### config.mk
export PLATFORM = sky130hd
export DESIGN_NAME = dds_keyed_source
export DESIGN_NICKNAME = d
export VERILOG_FILES = /design/src/rtl/dds_pkg.sv /design/src/rtl/sin_lut.sv /design/src/rtl/dds_keyed_source.sv
export SDC_FILE = /design/constraint.sdc
export NUM_CORES = 1
export LEC_CHECK = 0
export ABC_AREA = 1
export CAP_MARGIN = 5
export CORE_MARGIN = 1
export CORE_UTILIZATION = 47
export CTS_CLUSTER_SIZE = 14
export DETAILED_ROUTE_END_ITERATION = 6
export HOLD_SLACK_MARGIN = 0.05
export PLACE_DENSITY = 0.65
export REMOVE_ABC_BUFFERS = 1
export SETUP_SLACK_MARGIN = 0.3
export SLEW_MARGIN = 10
export SYNTH_ARGS = -nofsm -noshare
export SYNTH_HDL_FRONTEND = slang
export SYNTH_SLANG_ARGS = --single-unit
### constraint.sdc
create_clock -name clk -period 4.3 [get_ports clk]
set_clock_uncertainty 0.2 [all_clocks]
set_input_delay 0.645 -clock clk [delete_from_list [all_inputs] [get_ports clk]]
set_output_delay 0.645 -clock clk [all_outputs]
set_load 0.01 [all_outputs]
### src/rtl/dds_pkg.sv
// Shared encodings for the keyed DDS source: modulation modes, config register
// addresses and the constant generator used to fill the sine table.
package dds_pkg;

    localparam logic [1:0] MODE_CW  = 2'd0;
    localparam logic [1:0] MODE_ASK = 2'd1;
    localparam logic [1:0] MODE_FSK = 2'd2;
    localparam logic [1:0] MODE_RSV = 2'd3;

    localparam logic [1:0] CFG_F0     = 2'd0;
    localparam logic [1:0] CFG_F1     = 2'd1;
    localparam logic [1:0] CFG_OFFSET = 2'd2;
    localparam logic [1:0] CFG_NONE   = 2'd3;

    localparam real PI = 3.14159265358979323846;

    // Elaboration-time only: rounded (half away from zero) full-scale sine entry k.
    function automatic int sine_entry(input int k, input int addr_w, input int data_w);
        real amp;
        real x;
        amp = real'((1 << (data_w - 1)) - 1);
        x   = amp * $sin(2.0 * PI * real'(k) / real'(1 << addr_w));
        if (x >= 0.0) return $rtoi(x + 0.5);
        return -$rtoi(0.5 - x);
    endfunction

endpackage

### src/rtl/sin_lut.sv
// Sine lookup table with a registered read: 1 cycle latency.
// No backpressure; a new address is accepted every cycle.
module sin_lut
    import dds_pkg::*;
#(
    parameter int ADDR_W = 8,
    parameter int DATA_W = 7
) (
    input  logic              clk,
    input  logic              rst,
    input  logic [ADDR_W-1:0] addr,
    output logic [DATA_W-1:0] data
);

    localparam int DEPTH = 1 << ADDR_W;

    logic [DATA_W-1:0] rom [DEPTH];

    for (genvar k = 0; k < DEPTH; k++) begin : g_rom
        localparam int ENTRY = sine_entry(k, ADDR_W, DATA_W);
        assign rom[k] = ENTRY[DATA_W-1:0];
    end

    always_ff @(posedge clk) begin
        if (rst) data <= '0;
        else     data <= rom[addr];
    end

endmodule

### src/rtl/dds_keyed_source.sv
// Keyed DDS sine source (CW / ASK / phase-continuous FSK): 2 cycles acc -> out_data.
// No backpressure; en freezes the phase and out_valid tracks en two cycles later.
module dds_keyed_source
    import dds_pkg::*;
#(
    parameter int                 PHASE_W = 32,
    parameter int                 ADDR_W  = 8,
    parameter int                 DATA_W  = 7,
    parameter logic [PHASE_W-1:0] F0_INIT = PHASE_W'(858993),
    parameter logic [PHASE_W-1:0] F1_INIT = PHASE_W'(1717986)
) (
    input  logic                     clk,
    input  logic                     rst,
    input  logic                     en,
    input  logic [1:0]               mode,
    input  logic                     key,
    input  logic                     cfg_we,
    input  logic [1:0]               cfg_addr,
    input  logic [PHASE_W-1:0]       cfg_data,
    output logic signed [DATA_W-1:0] out_data,
    output logic                     out_valid,
    output logic                     wrap
);

    localparam logic [0:0] ST_OFF = 1'b0;
    localparam logic [0:0] ST_ON  = 1'b1;

    logic [PHASE_W-1:0] acc;
    logic [PHASE_W-1:0] f0;
    logic [PHASE_W-1:0] f1;
    logic [PHASE_W-1:0] fw;
    logic [PHASE_W:0]   sum;
    logic [ADDR_W-1:0]  offset;
    logic [ADDR_W-1:0]  lut_addr;
    logic [DATA_W-1:0]  lut_q;
    logic [0:0]         state;
    logic [0:0]         state_nxt;
    logic               en_d1;

    assign fw       = (mode == MODE_FSK && key) ? f1 : f0;
    assign sum      = {1'b0, acc} + {1'b0, fw};
    assign lut_addr = acc[PHASE_W-1 -: ADDR_W] + offset;

    // The accumulator adds the word registered before any same-edge config write.
    always_ff @(posedge clk) begin
        if (rst) begin
            acc    <= '0;
            f0     <= F0_INIT;
            f1     <= F1_INIT;
            offset <= '0;
            wrap   <= 1'b0;
        end else begin
            if (en) acc <= sum[PHASE_W-1:0];
            wrap <= en & sum[PHASE_W];
            if (cfg_we) begin
                case (cfg_addr)
                    CFG_F0:     f0     <= cfg_data;
                    CFG_F1:     f1     <= cfg_data;
                    CFG_OFFSET: offset <= cfg_data[ADDR_W-1:0];
                    CFG_NONE:   ;
                endcase
            end
        end
    end

    // ASK keys only on a wrap so bursts start and stop at a zero crossing.
    always_comb begin
        state_nxt = state;
        case (mode)
            MODE_ASK: if (wrap) state_nxt = key ? ST_ON : ST_OFF;
            MODE_CW, MODE_FSK, MODE_RSV: state_nxt = ST_ON;
        endcase
    end

    sin_lut #(
        .ADDR_W(ADDR_W),
        .DATA_W(DATA_W)
    ) u_lut (
        .clk (clk),
        .rst (rst),
        .addr(lut_addr),
        .data(lut_q)
    );

    // state lags acc by one cycle, exactly like lut_q, so gating lines up with the sample.
    always_ff @(posedge clk) begin
        if (rst) begin
            state     <= ST_OFF;
            en_d1     <= 1'b0;
            out_valid <= 1'b0;
            out_data  <= '0;
        end else begin
            state     <= state_nxt;
            en_d1     <= en;
            out_valid <= en_d1;
            out_data  <= (state == ST_ON) ? lut_q : '0;
        end
    end

endmodule

==> run summary, run 1 <==
After global routing the overflow that remains totals 0. The tools report the synthesized instance count as 1,273. After synthesis the netlist holds a flip-flop and latch count of 122.

The clock share of power is 0.384, and the number of distinct standard cells referenced by the synthesized netlist is 39. The number of flops mapped to enable cells by yosys works out to 0. The clock latency at the later pin of the worst-skew pair was 0.42 ns; the average instance area after synthesis was 6.43 um2.

The H-tree was split into 4 levels. The leakage power total came out at 4.46 nW. The longest clock path from root to sink contains 2 buffers. In this run the remaining antenna-violating nets after routing total 0.

The worst register-to-register path ends at u_lut.data[1]. Entering global routing, the biggest net connects 65 pins. Share of the clock period used by the worst path after layout: 0.861. The via count of the first global-routing pass is 7,691, and the transition time at the pin with the least slew margin is 1.10 ns. The first detailed-routing pass took 5 iterations. After detailed routing, the average wire length per cell comes to 14.6 um. In this run the critical register-to-register path is launched from acc[24].

The flip-flop cell with the highest count after synthesis is dfxtp_1. The required time of the worst setup path is 4.42 ns. The slowest stage of the critical path belongs to the cell clkdlybuf4s50_1.

Counting cells, the worst reg-to-reg path comes to 13. The largest voltage drop on the vdd net was 294 uV. The count of inserted antenna diode cells came out at 0.

The port buffer count is 49. The tools report the total clock sinks as 122. Gates resized during post-CTS repair numbered 0. At the worst endpoint, the arrival time is 3.82 ns.

The top fanout value on the critical path is 15, and the number of placement rows is 47. Hold repair after CTS inserted 0 buffers. TritonCTS built the clock tree. The tools report the startpoint of the tightest hold check path as u_lut.data[4]. The logs give 0.265 for the worst relative slew slack and 0 for the initial antenna violation count.

Async set-reset flop share out of synthesis: 0. The logs give 8190 um2 for the post-synthesis instance area and 0.293 for the combinational group share of total power. The cell that appears most often on the critical path is nand2_1.

The cell internal power dissipation was 2.61 mW. The tools report the sequential group share of total power as 0.323. The first global-routing pass estimated 37.0 mm of wire. Clock-pin slew was measured on the worst setup and hold paths at 0.06 ns. The logs give 16.3 mm for the detailed placer's ending HPWL and 0 for the total setup buffers inserted after CTS.

The run gives 0 as the number of maximum-capacitance constraint violations. For this run, the slowest stage of the critical path takes 0.48 ns. The tools report the starting density of the core as 0.487. The share of cells above drive strength 1 is 0.0704. In this run the worst hold path is classified as register to register. The run finished with clean final reports. From synthesis to final layout, the design area changed by 15.7%. By startpoint and endpoint, the worst setup path is classified as input port to register. The power per cell area works out to 415 nW/um2. The sort of element at the end of the critical path is a register. The worst setup path is launched from an input port. The number of placed instances, taps included, is 1,509.

For the final count of pins violating max slew, the log shows 0. Traced cell by cell, the critical path runs through clkdlybuf4s50_1, nor2_1, nand2_1, buf_4, mux2_2, ha_1, nand2_1, nor2_1, inv_1, o21bai_1, nand2_1, nand2_1, nand2_1, nand3_1, nand3_1, nand2_1, inv_1. After routing the design area is 9480 um2. For this run, the post-layout net count is 1,400. The y dimension of the die was 134 um; the final setup TNS was 0 ns. Yosys printed 0 warnings. Across all register-to-register paths, the minimum setup slack is 0.96 ns. After floorplanning, the core was sized to cover 16,800 um2. Net switching power: 1.33 mW. The run gives 270 MHz as the highest clock rate.

Detailed routing inserted a total of 8,213 vias. Dividing the detail-routed via count by the number of cells gives 5.33. The depth of the worst hold-timing path was 2. Setup repair after global routing left no endpoint under its margin.

The run gives 0 as the number of hold violations in the final report. The final setup violation count is 0. The total length of routed wires is 22.5 mm.

Buffers inserted during clock tree synthesis total 17. The sequential area share after synthesis is 0.298. The logs give 0.256 for the total routing resource utilization after global routing and 1,541 for the number of standard cells in the layout, taps in and fillers out.

At the end of routability-driven placement, the weighted congestion stood at 0.957. Switching fraction of total power: 0.337. In this run the cell area measured after placement is 8850 um2. The die outline area is 18,000 um2. For hold timing, the worst endpoint is out_data[4]. For this run, design rule violations remaining after detail routing come to 0. For the starting DRC count in detailed routing, the log shows 373. The clock period could shrink to 3.70 ns. The tree is rooted in a clkbuf_16. Width of the die: 134 um.

During I/O placement, the number of pins put on the boundary was 50.
## critical path, delay by kind of cell
kind                       cells  cell delay, ns
buffers and inverters          4            0.87
AOI/OAI and AO/OA              1            0.41
muxes                          1            0.37
adders and majority gates      1            0.37
and+or+nand+nor               10            1.15
## area by class of cell
class | count | area [um2]
Timing Repair Buffer | 68 | 633
Multi-Input combinational cell | 981 | 5060
Clock inverter | 15 | 199
Fill cell | 1733 | 7340
Sequential cell | 122 | 2440
Clock buffer | 17 | 425
Tap cell | 220 | 275
Inverter | 118 | 443
## layer usage
| layer | vias to the layer above | wire, um | track usage |
|---|---|---|---|
| met5 | - | 0 | 0 |
| met4 | 0 | 588 | 0.0972 |
| met3 | 46 | 1030 | 0.0397 |
| met2 | 223 | 10900 | 0.452 |
| met1 | 3689 | 9920 | 0.311 |
| li1 | 4255 | - | - |
## power by group through the flow
stage / logic [mW] / registers [mW] / clock network [mW]
6_report: 1.15 / 1.27 / 1.51
3_5_place_dp: 1.13 / 1.30 / 0
3_3_place_gp: 1.13 / 1.30 / 0
5_1_grt: 1.30 / 1.28 / 1.58
4_1_cts: 1.14 / 1.27 / 1.53
2_1_floorplan: 0.818 / 1.28 / 0
## state kept, by name, indices dropped and copies added (netlist names)
name / count
wrap: 1
u_lut.data: 7
offset: 8
f0: 32
state: 1
acc: 32
out_valid: 1
out_data: 7
f1: 32
en_d1: 1
## per-stage QoR
step | worst slack [ns] | utilization | hold WS, ns | power, mW
6_report | 0.598 | 0.563 | 0.207 | 3.93
5_1_grt | 0.372 | 0.563 | 0.212 | 4.16
4_1_cts | 0.632 | 0.563 | 0.207 | 3.94
3_5_place_dp | 0.240 | 0.526 | 0.198 | 2.43
3_3_place_gp | 0.314 | 0.526 | 0.197 | 2.43
2_1_floorplan | 0.597 | - | 0.188 | 2.10
## Yosys cell counts, types with 3 or more instances
master    count  area share
o21a_1        4      0.0037
xor2_1       13       0.014
nand2_1     287        0.13
inv_1       115       0.053
buf_2        10      0.0061
nand2_2       3      0.0023
mux2_2       31       0.043
nor2_1      210       0.096
o21ai_0     106       0.065
a21oi_1      64       0.039
nand3_1     152       0.093
clkbuf_1     32       0.015
buf_6         4      0.0055
xnor2_1       4      0.0043
inv_2         3      0.0014
o211ai_1      9      0.0083
dfxtp_1     122        0.30
ha_1         49       0.075
buf_1         4      0.0018
nand4_1      12      0.0092
nor3_1       10      0.0061
a21o_1        6      0.0055
## cell families after synthesis
family,synth area share
AOI/OAI and AO/OA,0.132
xor gates and xnor gates,0.0182
adders and majority gates,0.0798
buffers and inverters,0.0840
DFF,0.298
muxes,0.0426
and+or+nand+nor,0.345
## layout by cell type (no fill, tap or decap), types with 17 or more instances in the layout
| cell type | instances |
|---|---|
| nand2_1 | 287 |
| nor2_1 | 210 |
| nand3_1 | 152 |
| dfxtp_1 | 122 |
| inv_1 | 114 |
| o21ai_0 | 106 |
| a21oi_1 | 64 |
| ha_1 | 49 |
| clkdlybuf4s50_1 | 49 |
| mux2_2 | 31 |
| buf_4 | 19 |
| clkbuf_16 | 17 |
## worst max-delay path by stage
stage               startpoint  endpoint  cells past startpoint
finish                 mode[0]   acc[30]                     17
global route           mode[1]   acc[26]                     17
CTS                    mode[0]   acc[30]                     17
detailed placement     mode[0]   acc[30]                     17
global placement       mode[0]   acc[30]                     17
floorplan              mode[1]   acc[30]                     18
Power figures use the tool's default switching activity.
==> run 2, diff against run 1 <==
--- a/config.mk
+++ b/config.mk
@@ -6,6 +6,7 @@
 export NUM_CORES = 1
 export LEC_CHECK = 0
 export ABC_AREA = 1
+export ABC_CLOCK_PERIOD_IN_PS = 4300
 export CAP_MARGIN = 5
 export CORE_MARGIN = 1
 export CORE_UTILIZATION = 47
==> results of run 2 <==
No change in the layout: final DEF, timing and power equal those of run 1.
